`src/rtl/pattern_pkg.sv`:
```
`default_nettype none
// ============================================================================
// Module : pattern_pkg
// Brief  : Shared types and constants for the serial pattern TX/detector pair
// Rev    : 1.0
// ============================================================================
package pattern_pkg;

    localparam int PATTERN_WIDTH = 5;

    function automatic int bit_cnt_w(input int w);
        return (w > 1) ? $clog2(w) : 1;
    endfunction

    localparam int BIT_CNT_W = bit_cnt_w(PATTERN_WIDTH);

    typedef enum logic [1:0] {
        ST_IDLE = 2'd0,
        ST_SEND = 2'd1,
        ST_GAP  = 2'd2
    } state_t;

endpackage
`default_nettype wire

```
`src/rtl/pattern_tx_if.sv`:
```
`default_nettype none
// ============================================================================
// Module : pattern_tx_if
// Brief  : Control/serial bundle of the pattern transmitter
// Rev    : 1.0
// ============================================================================
interface pattern_tx_if
    import pattern_pkg::*;
#(
    parameter int WIDTH    = PATTERN_WIDTH,
    parameter int REPEAT_W = 4
);
    logic                load;
    logic [WIDTH-1:0]    patternIn;
    logic [REPEAT_W-1:0] repeat_cnt;
    logic                start;
    logic                abort;
    logic                serial_out;
    logic                serial_valid;
    logic                busy;
    logic                done;

    modport master (
        output load, patternIn, repeat_cnt, start, abort,
        input  serial_out, serial_valid, busy, done
    );

    modport slave (
        input  load, patternIn, repeat_cnt, start, abort,
        output serial_out, serial_valid, busy, done
    );
endinterface
`default_nettype wire

```
`src/rtl/pattern_tx_shreg.sv`:
```
`default_nettype none
// ============================================================================
// Module : pattern_tx_shreg
// Brief  : Loadable pattern register with bit-index select and MSB restart
// Rev    : 1.0
// ============================================================================
module pattern_tx_shreg
    import pattern_pkg::*;
#(
    parameter int WIDTH = PATTERN_WIDTH
) (
    input  logic             clk,
    input  logic             reset,
    input  logic             i_load,
    input  logic [WIDTH-1:0] i_data,
    input  logic             i_restart,
    input  logic             i_step,
    output logic             o_bit_nxt,
    output logic             o_last
);
    localparam int IDX_W = bit_cnt_w(WIDTH);
    localparam logic [IDX_W-1:0] c_IDX_MSB = IDX_W'(WIDTH - 1);

    logic [WIDTH-1:0] r_pat;
    logic [IDX_W-1:0] r_idx;
    logic [WIDTH-1:0] w_pat_nxt;
    logic [IDX_W-1:0] w_idx_nxt;

    // Look-ahead select so the registered serial output can show the new bit
    // in the same cycle the index moves, including a same-edge load+start.
    always_comb begin
        w_pat_nxt = i_load ? i_data : r_pat;
        if (i_restart)
            w_idx_nxt = c_IDX_MSB;
        else if (i_step)
            w_idx_nxt = r_idx - IDX_W'(1);
        else
            w_idx_nxt = r_idx;
    end

    always_ff @(posedge clk or posedge reset) begin
        if (reset) begin
            r_pat <= '0;
            r_idx <= '0;
        end else begin
            r_pat <= w_pat_nxt;
            r_idx <= w_idx_nxt;
        end
    end

    assign o_bit_nxt = w_pat_nxt[w_idx_nxt];
    assign o_last    = (r_idx == '0);

endmodule
`default_nettype wire

```
`src/rtl/pattern_tx.sv`:
```
`default_nettype none
// ============================================================================
// Module : pattern_tx
// Brief  : Serial pattern transmitter, MSB-first, N repetitions with idle gap
// Rev    : 1.0
// ============================================================================
module pattern_tx
    import pattern_pkg::*;
#(
    parameter int WIDTH    = PATTERN_WIDTH,
    parameter int REPEAT_W = 4,
    parameter int GAP      = 2
) (
    input  logic         clk,
    input  logic         reset,
    pattern_tx_if.slave  bus
);
    localparam int GAP_W = (GAP > 1) ? $clog2(GAP + 1) : 1;
    localparam logic [GAP_W-1:0] c_GAP_LAST = (GAP > 0) ? GAP_W'(GAP - 1) : '0;

    state_t              r_state, w_state_nxt;
    logic [REPEAT_W-1:0] r_rep_cfg, r_rep_left, w_rep_left_nxt;
    logic [GAP_W-1:0]    r_gap, w_gap_nxt;
    logic                w_load_en, w_restart, w_step, w_bit_nxt, w_last;
    logic                w_out_nxt, w_valid_nxt, w_busy_nxt, w_done_nxt;
    logic                r_out, r_valid, r_busy, r_done;

    assign w_load_en = bus.load && (r_state == ST_IDLE);

    pattern_tx_shreg #(
        .WIDTH (WIDTH)
    ) u_shreg (
        .clk       (clk),
        .reset     (reset),
        .i_load    (w_load_en),
        .i_data    (bus.patternIn),
        .i_restart (w_restart),
        .i_step    (w_step),
        .o_bit_nxt (w_bit_nxt),
        .o_last    (w_last)
    );

    always_ff @(posedge clk or posedge reset) begin
        if (reset) begin
            r_state    <= ST_IDLE;
            r_rep_cfg  <= '0;
            r_rep_left <= '0;
            r_gap      <= '0;
        end else begin
            r_state    <= w_state_nxt;
            r_rep_left <= w_rep_left_nxt;
            r_gap      <= w_gap_nxt;
            if (w_load_en)
                r_rep_cfg <= bus.repeat_cnt;
        end
    end

    // r_rep_left counts repetitions still to go after the current one, so
    // an all-ones repeat count yields 2^REPEAT_W bursts without wrapping.
    always_comb begin
        w_state_nxt    = r_state;
        w_rep_left_nxt = r_rep_left;
        w_gap_nxt      = r_gap;
        w_restart      = 1'b0;
        w_step         = 1'b0;
        case (r_state)
            ST_IDLE: begin
                if (bus.start) begin
                    w_state_nxt    = ST_SEND;
                    w_restart      = 1'b1;
                    w_rep_left_nxt = w_load_en ? bus.repeat_cnt : r_rep_cfg;
                end
            end
            ST_SEND: begin
                if (bus.abort) begin
                    w_state_nxt = ST_IDLE;
                end else if (!w_last) begin
                    w_step = 1'b1;
                end else if (r_rep_left != '0) begin
                    w_rep_left_nxt = r_rep_left - REPEAT_W'(1);
                    if (GAP > 0) begin
                        w_state_nxt = ST_GAP;
                        w_gap_nxt   = c_GAP_LAST;
                    end else begin
                        w_restart = 1'b1;
                    end
                end else begin
                    w_state_nxt = ST_IDLE;
                end
            end
            ST_GAP: begin
                if (bus.abort) begin
                    w_state_nxt = ST_IDLE;
                end else if (r_gap == '0) begin
                    w_state_nxt = ST_SEND;
                    w_restart   = 1'b1;
                end else begin
                    w_gap_nxt = r_gap - GAP_W'(1);
                end
            end
            default: w_state_nxt = ST_IDLE;
        endcase
    end

    always_comb begin
        w_valid_nxt = (w_state_nxt == ST_SEND);
        w_busy_nxt  = (w_state_nxt != ST_IDLE);
        w_out_nxt   = w_valid_nxt & w_bit_nxt;
        w_done_nxt  = (r_state == ST_SEND) && !bus.abort && w_last
                      && (r_rep_left == '0);
    end

    always_ff @(posedge clk or posedge reset) begin
        if (reset) begin
            r_out   <= 1'b0;
            r_valid <= 1'b0;
            r_busy  <= 1'b0;
            r_done  <= 1'b0;
        end else begin
            r_out   <= w_out_nxt;
            r_valid <= w_valid_nxt;
            r_busy  <= w_busy_nxt;
            r_done  <= w_done_nxt;
        end
    end

    assign bus.serial_out   = r_out;
    assign bus.serial_valid = r_valid;
    assign bus.busy         = r_busy;
    assign bus.done         = r_done;

endmodule
`default_nettype wire

```
`src/flat_wrapper.sv`:
```
// flat-port wrapper written by rule: the top's interface ports become plain ports
module pattern_tx_flat import pattern_pkg::*;
#(
    parameter int WIDTH    = PATTERN_WIDTH,
    parameter int REPEAT_W = 4,
    parameter int GAP      = 2
)
  (clk, reset, bus_load, bus_patternIn, bus_repeat_cnt, bus_start, bus_abort, bus_serial_out, bus_serial_valid, bus_busy, bus_done);
  pattern_tx_if #(.WIDTH(WIDTH), .REPEAT_W(REPEAT_W)) bus_i ();
  input  logic clk;
  input  logic reset;
  input wire logic [$bits(bus_i.load)-1:0] bus_load;
  input wire logic [$bits(bus_i.patternIn)-1:0] bus_patternIn;
  input wire logic [$bits(bus_i.repeat_cnt)-1:0] bus_repeat_cnt;
  input wire logic [$bits(bus_i.start)-1:0] bus_start;
  input wire logic [$bits(bus_i.abort)-1:0] bus_abort;
  output wire logic [$bits(bus_i.serial_out)-1:0] bus_serial_out;
  output wire logic [$bits(bus_i.serial_valid)-1:0] bus_serial_valid;
  output wire logic [$bits(bus_i.busy)-1:0] bus_busy;
  output wire logic [$bits(bus_i.done)-1:0] bus_done;
  assign bus_i.load = bus_load;
  assign bus_i.patternIn = bus_patternIn;
  assign bus_i.repeat_cnt = bus_repeat_cnt;
  assign bus_i.start = bus_start;
  assign bus_i.abort = bus_abort;
  assign bus_serial_out = bus_i.serial_out;
  assign bus_serial_valid = bus_i.serial_valid;
  assign bus_busy = bus_i.busy;
  assign bus_done = bus_i.done;
  pattern_tx #(.WIDTH(WIDTH), .REPEAT_W(REPEAT_W), .GAP(GAP)) u_core (.clk(clk), .reset(reset), .bus(bus_i));
endmodule
```
`config.mk`:
```
export PLATFORM = sky130hd
export DESIGN_NAME = pattern_tx_flat
export DESIGN_NICKNAME = d
export VERILOG_FILES = /design/src/rtl/pattern_pkg.sv /design/src/rtl/pattern_tx_if.sv /design/src/rtl/pattern_tx_shreg.sv /design/src/rtl/pattern_tx.sv /design/src/flat_wrapper.sv
export SDC_FILE = /design/constraint.sdc
export NUM_CORES = 1
export LEC_CHECK = 0
export CAP_MARGIN = 40
export CORE_MARGIN = 5
export CORE_UTILIZATION = 57
export DETAILED_ROUTE_END_ITERATION = 12
export PLACE_DENSITY = 0.83
export SYNTH_ARGS = -nofsm -noshare
export SYNTH_HDL_FRONTEND = slang
export SYNTH_HIERARCHICAL = 1
export SYNTH_SLANG_ARGS = --single-unit
```
`constraint.sdc`:
```
create_clock -name clk -period 5.2 [get_ports clk]
set_input_delay 0.52 -clock clk [delete_from_list [all_inputs] [get_ports clk]]
set_output_delay 0.52 -clock clk [all_outputs]
set_load 0.1 [all_outputs]
```
# --- Word-level counts from Yosys, hierarchy flattened ---
# Index checks and enable logic that the tools add are counted.
# Widths: inputs -> output; s select.
op_classes:
  addsub: 3
  order_cmp: 1
  eq_ne: 9
  muxes: 31
  bitwise_logic: 1
  n_reduce_logical: 15
ops:
  columns: ["operator", "count"]
  rows:
  - ["$mux 2", 11]
  - ["$mux 4", 5]
  - ["$ne 2x2->1 const B", 4]
  - ["$pmux 4 s2", 1]
  - ["$mux 1", 7]
  - ["$mux 3", 2]
  - ["$pmux 2 s3", 1]
  - ["$reduce_and 6->1", 1]
  - ["$reduce_bool 2->1", 3]
  - ["$mux 5", 1]
  - ["$reduce_and 5->1", 1]
  - ["$eq 2x1->1 const B", 2]
  - ["$logic_and 1x1->1", 4]
  - ["$logic_not 2->1", 2]
  - ["$logic_not 4->1", 1]
  - ["$lt 3x4->1 const B", 1]
  - ["$ne 2x1->1 const B", 2]
  - ["$pmux 2 s2", 1]
  - ["$reduce_bool 4->1", 1]
  - ["$sub 4x1->4 const B", 1]
  - ["$bmux 1 s3", 1]
  - ["$logic_not 3->1", 1]
  - ["$sub 3x1->3 const B", 1]
  - ["$eq 2x2->1 const B", 1]
  - ["4 further kinds", 4]
totals:
  regBits: 24

# --- Depth between registers and ports, before layout ---
logic_depth:
  word_depth: 9
  depth_mapped: 9
  mapped_depth_nobuf: 9

# --- By module ---
# Netlist, hierarchy kept.
by_module_without_submodules:
  columns: ["mod", "instances", "cells_each", "area_per_inst_um2", "seq_area_each_um2"]
  rows:
  - ["pattern_tx", 1, 85, 859.6, 400.4]
  - ["pattern_tx_shreg", 1, 36, 399.1, 200.2]

# --- Worst setup path after synthesis ---
# No wires, ideal clock.
synth_timing:
  path_kind: "register to register"
  start: "register u_core.u_shreg.r_idx[0]"
  end: "register u_core.r_out (netlist: u_core/bus.serial_out)"
  setup_time_ps: 119
  arrival_ps: 2012
  required_ps: 5081
  path_slack_ps: 3069
  path_stages_with_launch: 10
  path_buffers: 0
  synth_period_minus_slack_ps: 2131
  path_cell_list: "dfrtp_1 -> inv_1 -> ha_1 -> ha_1 -> nor3_1 -> xnor2_1 -> or3_1 -> nand4_1 -> nand3_1 -> and2_1"
synth_between:
  elab_chain_len: 9
  word_cells_on_any_way: 14
  cone_classes: "add/sub: 1; eq/ne: 1; mux: 10; bitwise: 1; reduce/logical: 1"
synth_rtl:
  columns: ["element", "line", "text"]
  rows:
  - ["start: declaration", "pattern_tx_shreg.sv:25", "logic [IDX_W-1:0] r_idx;"]
  - ["start signal: assignment", "pattern_tx_shreg.sv:47", "r_idx <= w_idx_nxt;"]
  - ["$logic_not 3->1", "pattern_tx_shreg.sv:52", "assign o_last = (r_idx == '0);"]
  - ["net u_core.w_last", "pattern_tx.sv:24", "logic w_load_en, w_restart, w_step, w_bit_nxt, w_last;"]
  - ["$mux 1", "pattern_tx.sv:77", "end else if (!w_last) begin"]
  - ["$mux 1", "pattern_tx.sv:75", "if (bus.abort) begin"]
  - ["$mux 1", "pattern_tx.sv:66", "case (r_state)"]
  - ["net u_core.w_step", "pattern_tx.sv:24", null]
  - ["$mux 3", "pattern_tx_shreg.sv:35", "else if (i_step)"]
  - ["$mux 3", "pattern_tx_shreg.sv:33", "if (i_restart)"]
  - ["$bmux 1 s3", "pattern_tx_shreg.sv:51", "assign o_bit_nxt = w_pat_nxt[w_idx_nxt];"]
  - ["$mux 1 (implied by the code)", "pattern_tx_shreg.sv:51", null]
  - ["net u_core.w_bit_nxt", "pattern_tx.sv:24", null]
  - ["$and 1x1->1", "pattern_tx.sv:108", "w_out_nxt = w_valid_nxt & w_bit_nxt;"]
  - ["net u_core.w_out_nxt", "pattern_tx.sv:25", "logic w_out_nxt, w_valid_nxt, w_busy_nxt, w_done_nxt;"]
  - ["end signal: assignment", "pattern_tx.sv:120", "r_out <= w_out_nxt;"]
  - ["end: declaration", "pattern_tx.sv:26", "logic r_out, r_valid, r_busy, r_done;"]
# The timed path passes the listed nets, and every way through them passes these cells. The select of a mux whose other input is x is not followed.
# A chain may end at the register's enable or synchronous reset.

# --- Worst setup path in the final report ---
layout_timing:
  start: "register u_core.u_shreg.r_idx[0]"
  end: "register u_core.r_out (netlist: u_core/bus.serial_out)"
layout_between:
  elab_chain_len: 9
  word_cells_on_any_way: 14
  cone_classes: "add/sub: 1; eq/ne: 1; mux: 10; bitwise: 1; reduce/logical: 1"
layout_rtl:
  columns: ["element", "line", "text"]
  rows:
  - ["$logic_not 3->1", "pattern_tx_shreg.sv:52", null]
  - ["net u_core.w_last", "pattern_tx.sv:24", null]
  - ["$mux 1", "pattern_tx.sv:77", null]
  - ["$mux 1", "pattern_tx.sv:75", null]
  - ["$mux 1", "pattern_tx.sv:66", null]
  - ["net u_core.w_step", "pattern_tx.sv:24", null]
  - ["$mux 3", "pattern_tx_shreg.sv:35", null]
  - ["$mux 3", "pattern_tx_shreg.sv:33", null]
  - ["net u_core.u_shreg.w_idx_nxt[1]", "pattern_tx_shreg.sv:27", "logic [IDX_W-1:0] w_idx_nxt;"]
  - ["$bmux 1 s3", "pattern_tx_shreg.sv:51", null]
  - ["$mux 1 (implied by the code)", "pattern_tx_shreg.sv:51", null]
  - ["net u_core.w_bit_nxt", "pattern_tx.sv:24", null]
  - ["$and 1x1->1", "pattern_tx.sv:108", null]
  - ["net u_core.w_out_nxt", "pattern_tx.sv:25", null]
# The timed path passes the listed nets, and every way through them passes these cells. The select of a mux whose other input is x is not followed.

==> run_results.csv <==
group,metric,value,unit
worst_setup_path,r2r_setup_slack,2770,ps
yosys,synth.mux.area_fraction,5.37,%
global_route,grt_pass1_vias,982,
power,powerDensity,532,nW/µm²
worst_setup_path,path_cells,"inv_1 > ha_1 > ha_1 > nor3_1 > nor2_1 > a211oi_1 > nand4bb_1 > nand3_1 > and2_1",
yosys,syn_nets,139,
placed_design,dpl-instance-area,1520,µm²
sta,relSlewSlack,59.7,%
outcome,outcome,"finished, final reports clean",
worst_setup_path,crit_top_cell,"ha_1",
worst_setup_path,reg2reg_to,"u_core/bus.serial_out",
power,p_clk_share,9.5,%
worst_setup_path,slowest_stage,"nor3_1",
clocking,clock_path_buffers,2,
yosys,avgSynthCellArea,10.4,µm²
detailed_routing,drtAntennaViolNets,0,
yosys,synth_xor_area_share,0.696,%
cells_and_area,instances_no_fill,172,
global_route,grt.total_usage,16.1,%
sta,tightest_slew,604,ps
floorplanning,chipWidth,57.0,µm
yosys,netlist_instances,121,
floorplanning,initial_core_util,58.0,%
worst_setup_path,cp-end-kind,"flop",
global_route,overflow,0,
clocking,clk_latency,310,ps
power,peakVddDrop,466,µV
sta,fin_crit,2430,ps
worst_setup_path,crit_end,"u_core/bus.serial_out",
floorplanning,rows,17,
clocking,cts_resized,0,
floorplanning,die_area,3250,µm²
worst_setup_path,crit_arrival,2650,ps
worst_setup_path,cp-start-kind,"flop",
worst_setup_path,crit_type,"flop to flop",
sta,setup_viol,0,
clocking,holdBufCountCts,0,
sta,tns,0,ps
cells_and_area,num_antenna_cells,0,
worst_setup_path,reg2reg_from,"u_core/u_shreg/r_idx[0]",
sta,finalMaxSlewViolations,0,
clocking,htree_levels,1,
hold_path,hold_class,"input port to asynchronous set/reset pin",
clocking,cts.sinks,24,
flow_run,cap_violations,0,
clocking,numCtsBuffers,3,
sta,rsz0062_at_grt,"no",
detailed_routing,drt_wl_total,2410,µm
detailed_routing,drt-pass1-iter-count,4,
detailed_routing,wl_per_cell,14.0,µm
yosys,ys_warn_count,6,
detailed_routing,vias_per_cell,5.67,
yosys,ys_seq_area_share,47.7,%
yosys,synth-compound-area-share,18.6,%
power,p_int,0.000479,W
sta,period_share,46.8,%
worst_setup_path,worstPathRequired,5420,ps
yosys,synth_cell_type_count,42,
clocking,cts_tree,"done",
yosys,synth_top_family_by_area,"compound AO/OA/AOI/OAI gates",
clocking,clk_pin_slew_worst_paths,120,ps
global_route,grt_pass1_wl,4110,µm
power,swShare,41.5,%
global_route,antenna_found_initial,0,
yosys,syn_area,1260,µm²
worst_setup_path,critPathMaxStageDelay,490,ps
worst_setup_path,path_max_fanout,5,
yosys,synth-adder-area-share,3.98,%
detailed_routing,drt_first_iter_violations,33,
placed_design,dp_hpwl,1940,µm
detailed_routing,drt_drc_violations_left,0,
yosys,yosys-top-cells-area,"dfrtp_1 (48%), mux2_2 (5.4%), inv_1 (4.8%), ha_1 (4.0%), nand2b_2 (2.1%)",
power,seqPwrFrac,38.4,%
floorplanning,die_height,57.0,µm
cells_and_area,final.fill_count,164,
floorplanning,coreArea,2170,µm²
cells_and_area,fin_area,1540,µm²
yosys,ys_ff_latch,24,
yosys,synth_top_area_share,47.7,%
sta,final_hold_viol_count,0,
yosys,synthSimpleGateAreaFrac,18.2,%
placed_design,place_congestion,0.787,
power,power.leakage,0.684,nW
detailed_routing,vias,976,
sta,finClkSkew,2.15,ps
clocking,clockRootBuffer,"clkbuf_4",
cells_and_area,area.growth.synth_to_final,22.5,%
global_route,grt_start_max_net_pins,17,
yosys,yosys.area.top_type,"dfrtp_1",
clocking,post-cts-setup-buffers,0,
placed_design,io_buffers,17,
worst_setup_path,startpoint,"u_core/u_shreg/r_idx[0]",
floorplanning,ioPinCount,18,
sta,fmax,0.411,GHz
cells_and_area,drive_above_1_share,15.3,%
worst_setup_path,reg2regPathDepth,9,
placed_design,dp_cells,169,
cells_and_area,num-nets-final,164,
power,combPwrFrac,52.1,%
power,p_sw,0.000341,W
==> layer usage <==
layer / up-vias / GRT usage, % / share of wire, %
met3: 5 / 2.26 / 3.4
li1: 488 / - / -
met5: - / 0 / 0
met4: 0 / 7.95 / 2.3
met2: 21 / 29.5 / 53
met1: 462 / 18.1 / 41
==> metrics by stage <==
stage	hold WS [ps]	utilization (%)	total power (W)	worst slack, ps
finish	455	71.0	0.000820	2770
floorplan	336	-	0.000618	3070
detailed placement	486	70.0	0.000744	2520
global route	479	71.0	0.000880	2550
global placement	471	67.2	0.000697	2580
CTS	447	71.0	0.000826	2790
==> sequential cells by signal, summed over array words and instances (netlist names) <==
signal and cells:
u_core/bus.serial_valid 1, u_core/bus.serial_out 1, u_core/r_rep_cfg 4, u_core/bus.done 1, u_core/bus.busy 1, u_core/u_shreg/r_pat 5, u_core/r_state 2, u_core/r_gap 2
u_core/u_shreg/r_idx 3, u_core/r_rep_left 4
==> critical path: cells and delay by family, from the launching register on <==
kind / cells / cell delay (ps)
flops: 1 / 390
simple gates: 5 / 1000
buf+inv: 1 / 60
compound gates: 1 / 460
fa+ha+maj: 2 / 440
==> cell families after synthesis <==
kind of cell             Yosys count
adder cells (fa/ha/maj)            4
multiplexers                       6
AO/OA/AOI/OAI                     32
buffers and inverters             18
flip-flops                        24
XOR/XNOR                           1
AND/OR/NAND/NOR                   36
==> worst min path at each step <==
stage	startpoint	endpoint	slack, ps
after CTS	reset	u_core/u_shreg/r_pat[3]	450
final	reset	u_core/u_shreg/r_pat[3]	460
after detailed placement	u_core/u_shreg/r_pat[3]	u_core/u_shreg/r_pat[3]	490
after global routing	reset	u_core/u_shreg/r_pat[0]	480
after floorplan	reset	u_core/u_shreg/r_idx[0]	340
after global placement	u_core/r_gap[1]	u_core/r_gap[1]	470
==> cell usage after synthesis <==
cell / number
inv_1: 16
xnor2_1: 1
a21o_1: 1
o21ai_0: 5
a211oi_1: 1
nor4b_1: 1
mux2_2: 6
a21oi_1: 5
or2_2: 1
nor2_1: 4
nand2b_1: 4
nand3b_1: 3
ha_1: 4
or3_1: 3
o22ai_1: 4
o22a_1: 2
nand2_1: 5
nor3b_2: 1
a22o_1: 1
nand2b_2: 3
nor2_2: 1
o32ai_2: 1
a221o_1: 1
o31a_1: 1
inv_2: 1
o32ai_1: 1
a211o_1: 1
o2bb2ai_1: 1
buf_2: 1
nand3_1: 1
and3_2: 1
and4b_1: 1
nand4_1: 1
and2_1: 1
a222oi_1: 2
nand4bb_1: 1
nor3_1: 3
o21ai_1: 1
dfrtp_1: 24
nor3b_1: 1
a221oi_1: 1
o21bai_1: 3
==> power groups by stage <==
stage	logic, W	clock network, W	registers, W
after floorplan	0.000246	0	0.000373
after global placement	0.000383	0	0.000314
after detailed placement	0.000425	0	0.000319
after CTS	0.000427	0.0000835	0.000315
after global routing	0.000466	0.0000910	0.000323
final	0.000427	0.0000780	0.000315
==> cell type report <==
class                           count  area [µm²]  share of cell area (%)
Multi-Input combinational cell     79         589                    38.2
Timing Repair Buffer               21         230                    14.9
Clock buffer                        3        22.5                    1.46
Sequential cell                    24         601                    39.0
Tap cell                           28        35.0                    2.27
Inverter                           17        63.8                    4.14
==> cell usage in the layout (no fill, tap or decap), types with 2 or more instances in the layout <==
cell              n
o21bai_1          3
a21oi_1           5
nand3b_1          3
o22a_1            2
buf_8             4
ha_1              4
o22ai_1           4
nor2_1            4
nand2b_1          4
clkdlybuf4s50_1  17
dfrtp_1          24
clkbuf_4          3
nand2b_2          3
or3_1             3
a222oi_1          2
nand2_1           5
mux2_2            6
o21ai_0           5
inv_1            16
nor3_1            3
Power figures use the tool's default switching activity.
